$ cat config.mk
export PLATFORM = sky130hd
export DESIGN_NAME = conv_param
export DESIGN_NICKNAME = d
export VERILOG_FILES = /design/src/rtl/conv_pkg.sv /design/src/rtl/conv_mac.sv /design/src/rtl/conv_param.sv
export SDC_FILE = /design/constraint.sdc
export NUM_CORES = 2
export LEC_CHECK = 0
export ABC_AREA = 1
export CAP_MARGIN = 40
export CORE_ASPECT_RATIO = 1.1
export CORE_MARGIN = 2
export CORE_UTILIZATION = 60
export CTS_BUF_LIST = sky130_fd_sc_hd__clkbuf_4 sky130_fd_sc_hd__clkbuf_8
export CTS_CLUSTER_DIAMETER = 50
export DETAILED_ROUTE_END_ITERATION = 7
export GPL_ROUTABILITY_DRIVEN = 0
export HOLD_SLACK_MARGIN = 0.03
export PLACE_DENSITY_LB_ADDON = 0.15
export SYNTH_ARGS = -nofsm -noshare
export SYNTH_HDL_FRONTEND = slang
export SYNTH_SLANG_ARGS = --single-unit
$ cat constraint.sdc
create_clock -name clk -period 32.9 [get_ports clk]
set_clock_uncertainty 0.1 [all_clocks]
set_input_delay 8.225 -clock clk [delete_from_list [all_inputs] [get_ports clk]]
set_output_delay 8.225 -clock clk [all_outputs]
set_load 0.1 [all_outputs]
$ cat src/rtl/conv_pkg.sv
// conv_pkg: state encoding and width-parametrised saturation shared by conv_param
package conv_pkg;

    typedef enum logic [1:0] {WLOAD, XLOAD, COMPUTE, DRAIN} state_t;

    localparam int SAT_MAXW = 128;

    function automatic logic signed [SAT_MAXW-1:0] sat(
        input logic signed [SAT_MAXW-1:0] v,
        input int in_w,
        input int out_w
    );
        logic signed [SAT_MAXW-1:0] ve, hi, lo;
        ve = (v <<< (SAT_MAXW - in_w)) >>> (SAT_MAXW - in_w);
        hi = (SAT_MAXW'(1) <<< (out_w - 1)) - SAT_MAXW'(1);
        lo = ~hi;
        return (ve > hi) ? hi : ((ve < lo) ? lo : ve);
    endfunction

endpackage

$ cat src/rtl/conv_mac.sv
// conv_mac: one signed multiply-accumulate lane; clr restarts the sum, en advances it
module conv_mac #(
    parameter int T  = 20,
    parameter int AW = 42
) (
    input  logic          clk,
    input  logic          reset,
    input  logic          clr,
    input  logic          en,
    input  logic [T-1:0]  a,
    input  logic [T-1:0]  b,
    output logic [AW-1:0] acc
);

    logic signed [2*T-1:0] prod;
    logic signed [AW-1:0]  prod_x;
    logic signed [AW-1:0]  acc_d;
    logic signed [AW-1:0]  acc_q;

    // full-width product sign-extended into the accumulator; no truncation anywhere
    always_comb begin
        prod   = (2*T)'($signed(a)) * (2*T)'($signed(b));
        prod_x = AW'(prod);
        acc_d  = en ? (clr ? '0 : acc_q) + prod_x : acc_q;
    end

    // accumulator register
    always_ff @(posedge clk or posedge reset) begin
        if (reset) acc_q <= '0;
        else       acc_q <= acc_d;
    end

    assign acc = acc_q;

endmodule

$ cat src/rtl/conv_param.sv
// conv_param: valid/ready M-tap convolution of an N-word vector using P MAC lanes
// Build macro CONV_RELU_EN: negative saturated results are output as 0.
module conv_param
    import conv_pkg::*;
#(
    parameter int N = 16,
    parameter int M = 4,
    parameter int T = 20,
    parameter int P = 1
) (
    input  logic         clk,
    input  logic         reset,
    input  logic [T-1:0] x_data,
    input  logic         x_valid,
    output logic         x_ready,
    input  logic [T-1:0] w_data,
    input  logic         w_valid,
    output logic         w_ready,
    output logic [T-1:0] y_data,
    output logic         y_valid,
    input  logic         y_ready
);

    localparam int AW = 2*T + $clog2(M);
    localparam int CW = $clog2(N + 1);
    localparam int XW = $clog2(N);
    localparam int MW = $clog2(M);

    state_t        state_q, state_d;
    logic [CW-1:0] wcnt_q, wcnt_d, xcnt_q, xcnt_d, k_q, k_d, j_q, j_d, left_q, left_d;
    logic [T-1:0]  f_q [M];
    logic [T-1:0]  f_d [M];
    logic [T-1:0]  x_q [N];
    logic [T-1:0]  x_d [N];
    logic [T-1:0]  ybuf_q [P];
    logic [T-1:0]  ybuf_d [P];
    logic [T-1:0]  res [P];
    logic [AW-1:0] acc [P];
    logic [MW-1:0] tap;
    logic          lane_en, lane_clr, w_fire, x_fire, y_fire;

    assign w_ready  = state_q == WLOAD;
    assign x_ready  = state_q == XLOAD && !(xcnt_q == '0 && w_valid);
    assign y_valid  = state_q == DRAIN;
    assign y_data   = y_valid ? ybuf_q[0] : '0;
    assign w_fire   = w_valid && w_ready;
    assign x_fire   = x_valid && x_ready;
    assign y_fire   = y_valid && y_ready;
    assign lane_en  = state_q == COMPUTE && j_q < CW'(M);
    assign lane_clr = j_q == '0;
    assign tap      = lane_en ? MW'(j_q) : '0;

    for (genvar i = 0; i < P; i++) begin : g_lane
        logic [XW-1:0] xi;
        logic [T-1:0]  sat_v;
        assign xi    = XW'(int'(k_q) + i + int'(tap));
        assign sat_v = T'(sat(SAT_MAXW'($signed(acc[i])), AW, T));
        conv_mac #(.T(T), .AW(AW)) u_mac (
            .clk   (clk),
            .reset (reset),
            .clr   (lane_clr),
            .en    (lane_en),
            .a     (x_q[xi]),
            .b     (f_q[tap]),
            .acc   (acc[i])
        );
`ifdef CONV_RELU_EN
        assign res[i] = sat_v[T-1] ? '0 : sat_v;
`else
        assign res[i] = sat_v;
`endif
    end

    // next-state: weight/vector shift-in, lane sequencing and output buffer drain
    always_comb begin
        state_d = state_q;
        wcnt_d  = wcnt_q;
        xcnt_d  = xcnt_q;
        k_d     = k_q;
        j_d     = j_q;
        left_d  = left_q;
        f_d     = f_q;
        x_d     = x_q;
        ybuf_d  = ybuf_q;
        if (state_q == WLOAD) begin
            if (w_fire) begin
                for (int i = 0; i < M-1; i++) f_d[i] = f_q[i+1];
                f_d[M-1] = w_data;
                wcnt_d   = wcnt_q + CW'(1);
                if (wcnt_q == CW'(M-1)) begin
                    state_d = XLOAD;
                    xcnt_d  = '0;
                end
            end
        end else if (state_q == XLOAD) begin
            if (x_fire) begin
                for (int i = 0; i < N-1; i++) x_d[i] = x_q[i+1];
                x_d[N-1] = x_data;
                xcnt_d   = xcnt_q + CW'(1);
                if (xcnt_q == CW'(N-1)) begin
                    state_d = COMPUTE;
                    k_d     = '0;
                    j_d     = '0;
                end
            end else if (xcnt_q == '0 && w_valid) begin
                state_d = WLOAD;
                wcnt_d  = '0;
            end
        end else if (state_q == COMPUTE) begin
            if (j_q == CW'(M)) begin
                ybuf_d  = res;
                left_d  = CW'(P);
                j_d     = '0;
                state_d = DRAIN;
            end else begin
                j_d = j_q + CW'(1);
            end
        end else if (y_fire) begin
            for (int i = 0; i < P-1; i++) ybuf_d[i] = ybuf_q[i+1];
            left_d = left_q - CW'(1);
            if (left_q == CW'(1)) begin
                if (int'(k_q) + P <= N - M) begin
                    state_d = COMPUTE;
                    k_d     = k_q + CW'(P);
                end else begin
                    state_d = XLOAD;
                    xcnt_d  = '0;
                end
            end
        end
    end

    // state registers; reset discards weights, vector and pending outputs
    always_ff @(posedge clk or posedge reset) begin
        if (reset) begin
            state_q <= WLOAD;
            wcnt_q  <= '0;
            xcnt_q  <= '0;
            k_q     <= '0;
            j_q     <= '0;
            left_q  <= '0;
            f_q     <= '{default: '0};
            x_q     <= '{default: '0};
            ybuf_q  <= '{default: '0};
        end else begin
            state_q <= state_d;
            wcnt_q  <= wcnt_d;
            xcnt_q  <= xcnt_d;
            k_q     <= k_d;
            j_q     <= j_d;
            left_q  <= left_d;
            f_q     <= f_d;
            x_q     <= x_d;
            ybuf_q  <= ybuf_d;
        end
    end

endmodule

==> metrics.md <==
| Metric | Value |
|---|---|
| Setup_tns | 0 ns |
| Die X | 252 um |
| Clock-pin transition on the worst setup and hold timing paths | 0.06 ns |
| Row count | 100 |
| Setup Slack @ Placement | 14.56 ns |
| Final min period | 18.35 ns |
| First-pass GRT wire length | 168000 um |
| Post-synth design cell area | 0.0407 mm2 |
| CTS tree | built |
| DR vias/cell | 5.48 |
| Slew Limit Fails | 0 |
| RSZ-0062 raised after global routing | false |
| Slowest Stage Delay on Critical Path | 0.58 ns |
| Critical-path top delay cell | clkdlybuf4s50_1 |
| DR iter-0 viols | 2619 |
| Buffers on Ports | 67 |
| IO Count | 68 |
| DR vias | 33200 |
| Startpoint types | primary input |
| Number of global-route vias before repair | 33000 |
| Slew headroom | 0.286 |
| Min-Delay Path Class | reg2reg |
| Final core utilization | 0.655 |
| Seq/Total Area, Yosys | 0.301 |
| Congestion Overflow GR | 0 |
| Final clock period utilization by the worst path | 0.558 |
| DRT Pass-1 Iters | 6 |
| CTS H-Tree Depth | 3 |
| CP bufs+invs | 3 |
| DP HPWL | 73800 um |
| Number of synthesis warnings | 0 |
| CP delay by family, top | buffers and inverters |
| Yosys reg bits | 489 |
| CTS Sinks | 489 |
| Post-CTS Setup Repair Bufs | 0 |
| Post-synth EDFFs | 0 |
| Post-route ant nets | 0 |
| Post-CTS resize count | 0 |
| Synth Area per Inst | 7.93 um2 |
| Drt drc | 0 |
| CP max FO | 4 |
| Deepest clock path buffer count | 3 |
| Worst Max-Slew Pin Slew | 1.07 ns |
| Root buffer cell | clkbuf_8 |
| Layout area overhead | 8.57% |
| WL/cell | 16.8 um |
| Cts hold-fix bufs | 0 |
| Die area | 0.0700 mm2 |
| Crit path DAT | 10.02 ns |
| Final setup fails | 0 |
| Initial Utilization | 0.604 |
| Nets@finish | 5758 |
| Core ar. | 0.0674 mm2 |
| CP Data Required Time | 24.58 ns |
| Hold Violations, Final | 0 |
| WL final | 101000 um |
| Most used DFF post-synth | dfrtp_1 |
| Syn Nets | 5771 |
| Largest net degree at the start of global routing | 257 |
| Initial antenna violation count | 1 |
| Total Routing Usage GR | 0.299 |
| Status | complete, no violations |
| Max cap viols | 0 |
| Die H | 277 um |
| Crit path capture type | primary output |
| Clk Latency, worst-skew pair | 0.70 ns |
| CTS Buf Count | 84 |
| Worst Slack Setup Final | 14.55 ns |
| Cell mode on critical path | clkdlybuf4s50_1 |
| FMAX | 54.5 MHz |
| Share of cells above drive strength 1 | 0.0532 |
| Crit path cell chain | clkdlybuf4s50_1 -> and3_1 -> nor2_1 -> clkdlybuf4s50_1 -> buf_8 |
| Netlist cell types | 59 |
| Post-synth ARST share | 1.00 |
| Post-synthesis cell count | 5136 |
| Crit Path Category | in2out |
## cell usage after synthesis, types with 34 or more instances
cell | number | area, um2
a21oi_1 | 251 | 1260
buf_2 | 80 | 400
clkbuf_1 | 116 | 435
dfrtp_1 | 489 | 12200
fa_1 | 422 | 8450
ha_1 | 168 | 2100
inv_1 | 1016 | 3810
nand2_1 | 1033 | 3880
nand3_1 | 129 | 646
nor2_1 | 421 | 1580
o211ai_1 | 34 | 255
o21ai_0 | 608 | 3040
xor2_1 | 42 | 368
## final timing paths
check                            from                 endpoint  slack [ns]  depth (start not counted)
max in group asynchronous       reset                  f_q[68]       22.53                          4
min in group asynchronous       reset               ybuf_q[16]        7.95                          2
setup / recovery              w_valid                  x_ready       14.55                          5
hold reg to reg              x_q[231]                 x_q[251]        0.37                          2
hold / removal               x_q[231]                 x_q[251]        0.37                          2
setup reg to reg           state_q[0]  g_lane[0].u_mac.acc[41]       18.59                         49
## flip-flops by register name, summed over array words and instances (netlist names)
| signal | flops |
|---|---|
| left_q | 5 |
| xcnt_q | 5 |
| state_q | 2 |
| x_q | 320 |
| f_q | 80 |
| g_lane.u_mac.acc | 42 |
| wcnt_q | 5 |
| k_q | 5 |
| j_q | 5 |
| ybuf_q | 20 |
## layout make-up
| type | instances | area [um2] |
|---|---|---|
| multi-input cells | 3378 | 23600 |
| clock inverters | 18 | 196 |
| well taps | 867 | 1080 |
| repair buffers | 126 | 1500 |
| clock buffers | 130 | 1640 |
| fillers | 5785 | 23200 |
| inverters | 1044 | 3930 |
| diodes | 1 | 2.50 |
| flip-flops and latches | 489 | 12200 |
## placed cells by master, fill, tap and decap left out, types with 27 or more instances in the layout
master	count
nand2_1	1032
inv_1	1014
o21ai_0	608
dfrtp_1	489
fa_1	421
nor2_1	419
a21oi_1	251
ha_1	167
nand3_1	127
clkbuf_8	106
clkdlybuf4s50_1	67
xor2_1	41
o211ai_1	34
inv_2	27
buf_4	27
## worst min-delay path, cell delays in order (launching register included)
cell and delay, ns:
dfrtp_1 0.35, nand2_1 0.05, o21ai_0 0.06
## per-layer routing
metal	share of wire	track usage	vias to the layer above
li1	-	-	15900
met1	0.42	0.401	16100
met2	0.48	0.489	902
met3	0.057	0.0446	251
met4	0.043	0.127	0
met5	0	0	-
## logic make-up (layout without fill, tap and decap cells)
kind of cell	Yosys count	after routing	share of synthesized area
and+or+nand+nor	1664	1664	0.163
buffers and inverters	1269	1318	0.121
AOI/OAI and AO/OA	1059	1059	0.142
adders and majority gates	590	590	0.259
DFF	489	489	0.301
xor gates and xnor gates	63	63	0.0137
muxes	2	2	0.000553
other	0	1	0
## metrics by stage
step	hold slack [ns]	cells	area (um2)
after global placement	0.365	5875	41800
after detailed placement	0.373	5904	42400
final	0.365	6053	44200
after CTS	0.349	6052	44200
after floorplan	0.348	5136	40700
after global routing	0.394	6053	44200
Power is not shown: default switching activity piles up to over one toggle a cycle in this logic, so the estimate is an artifact.
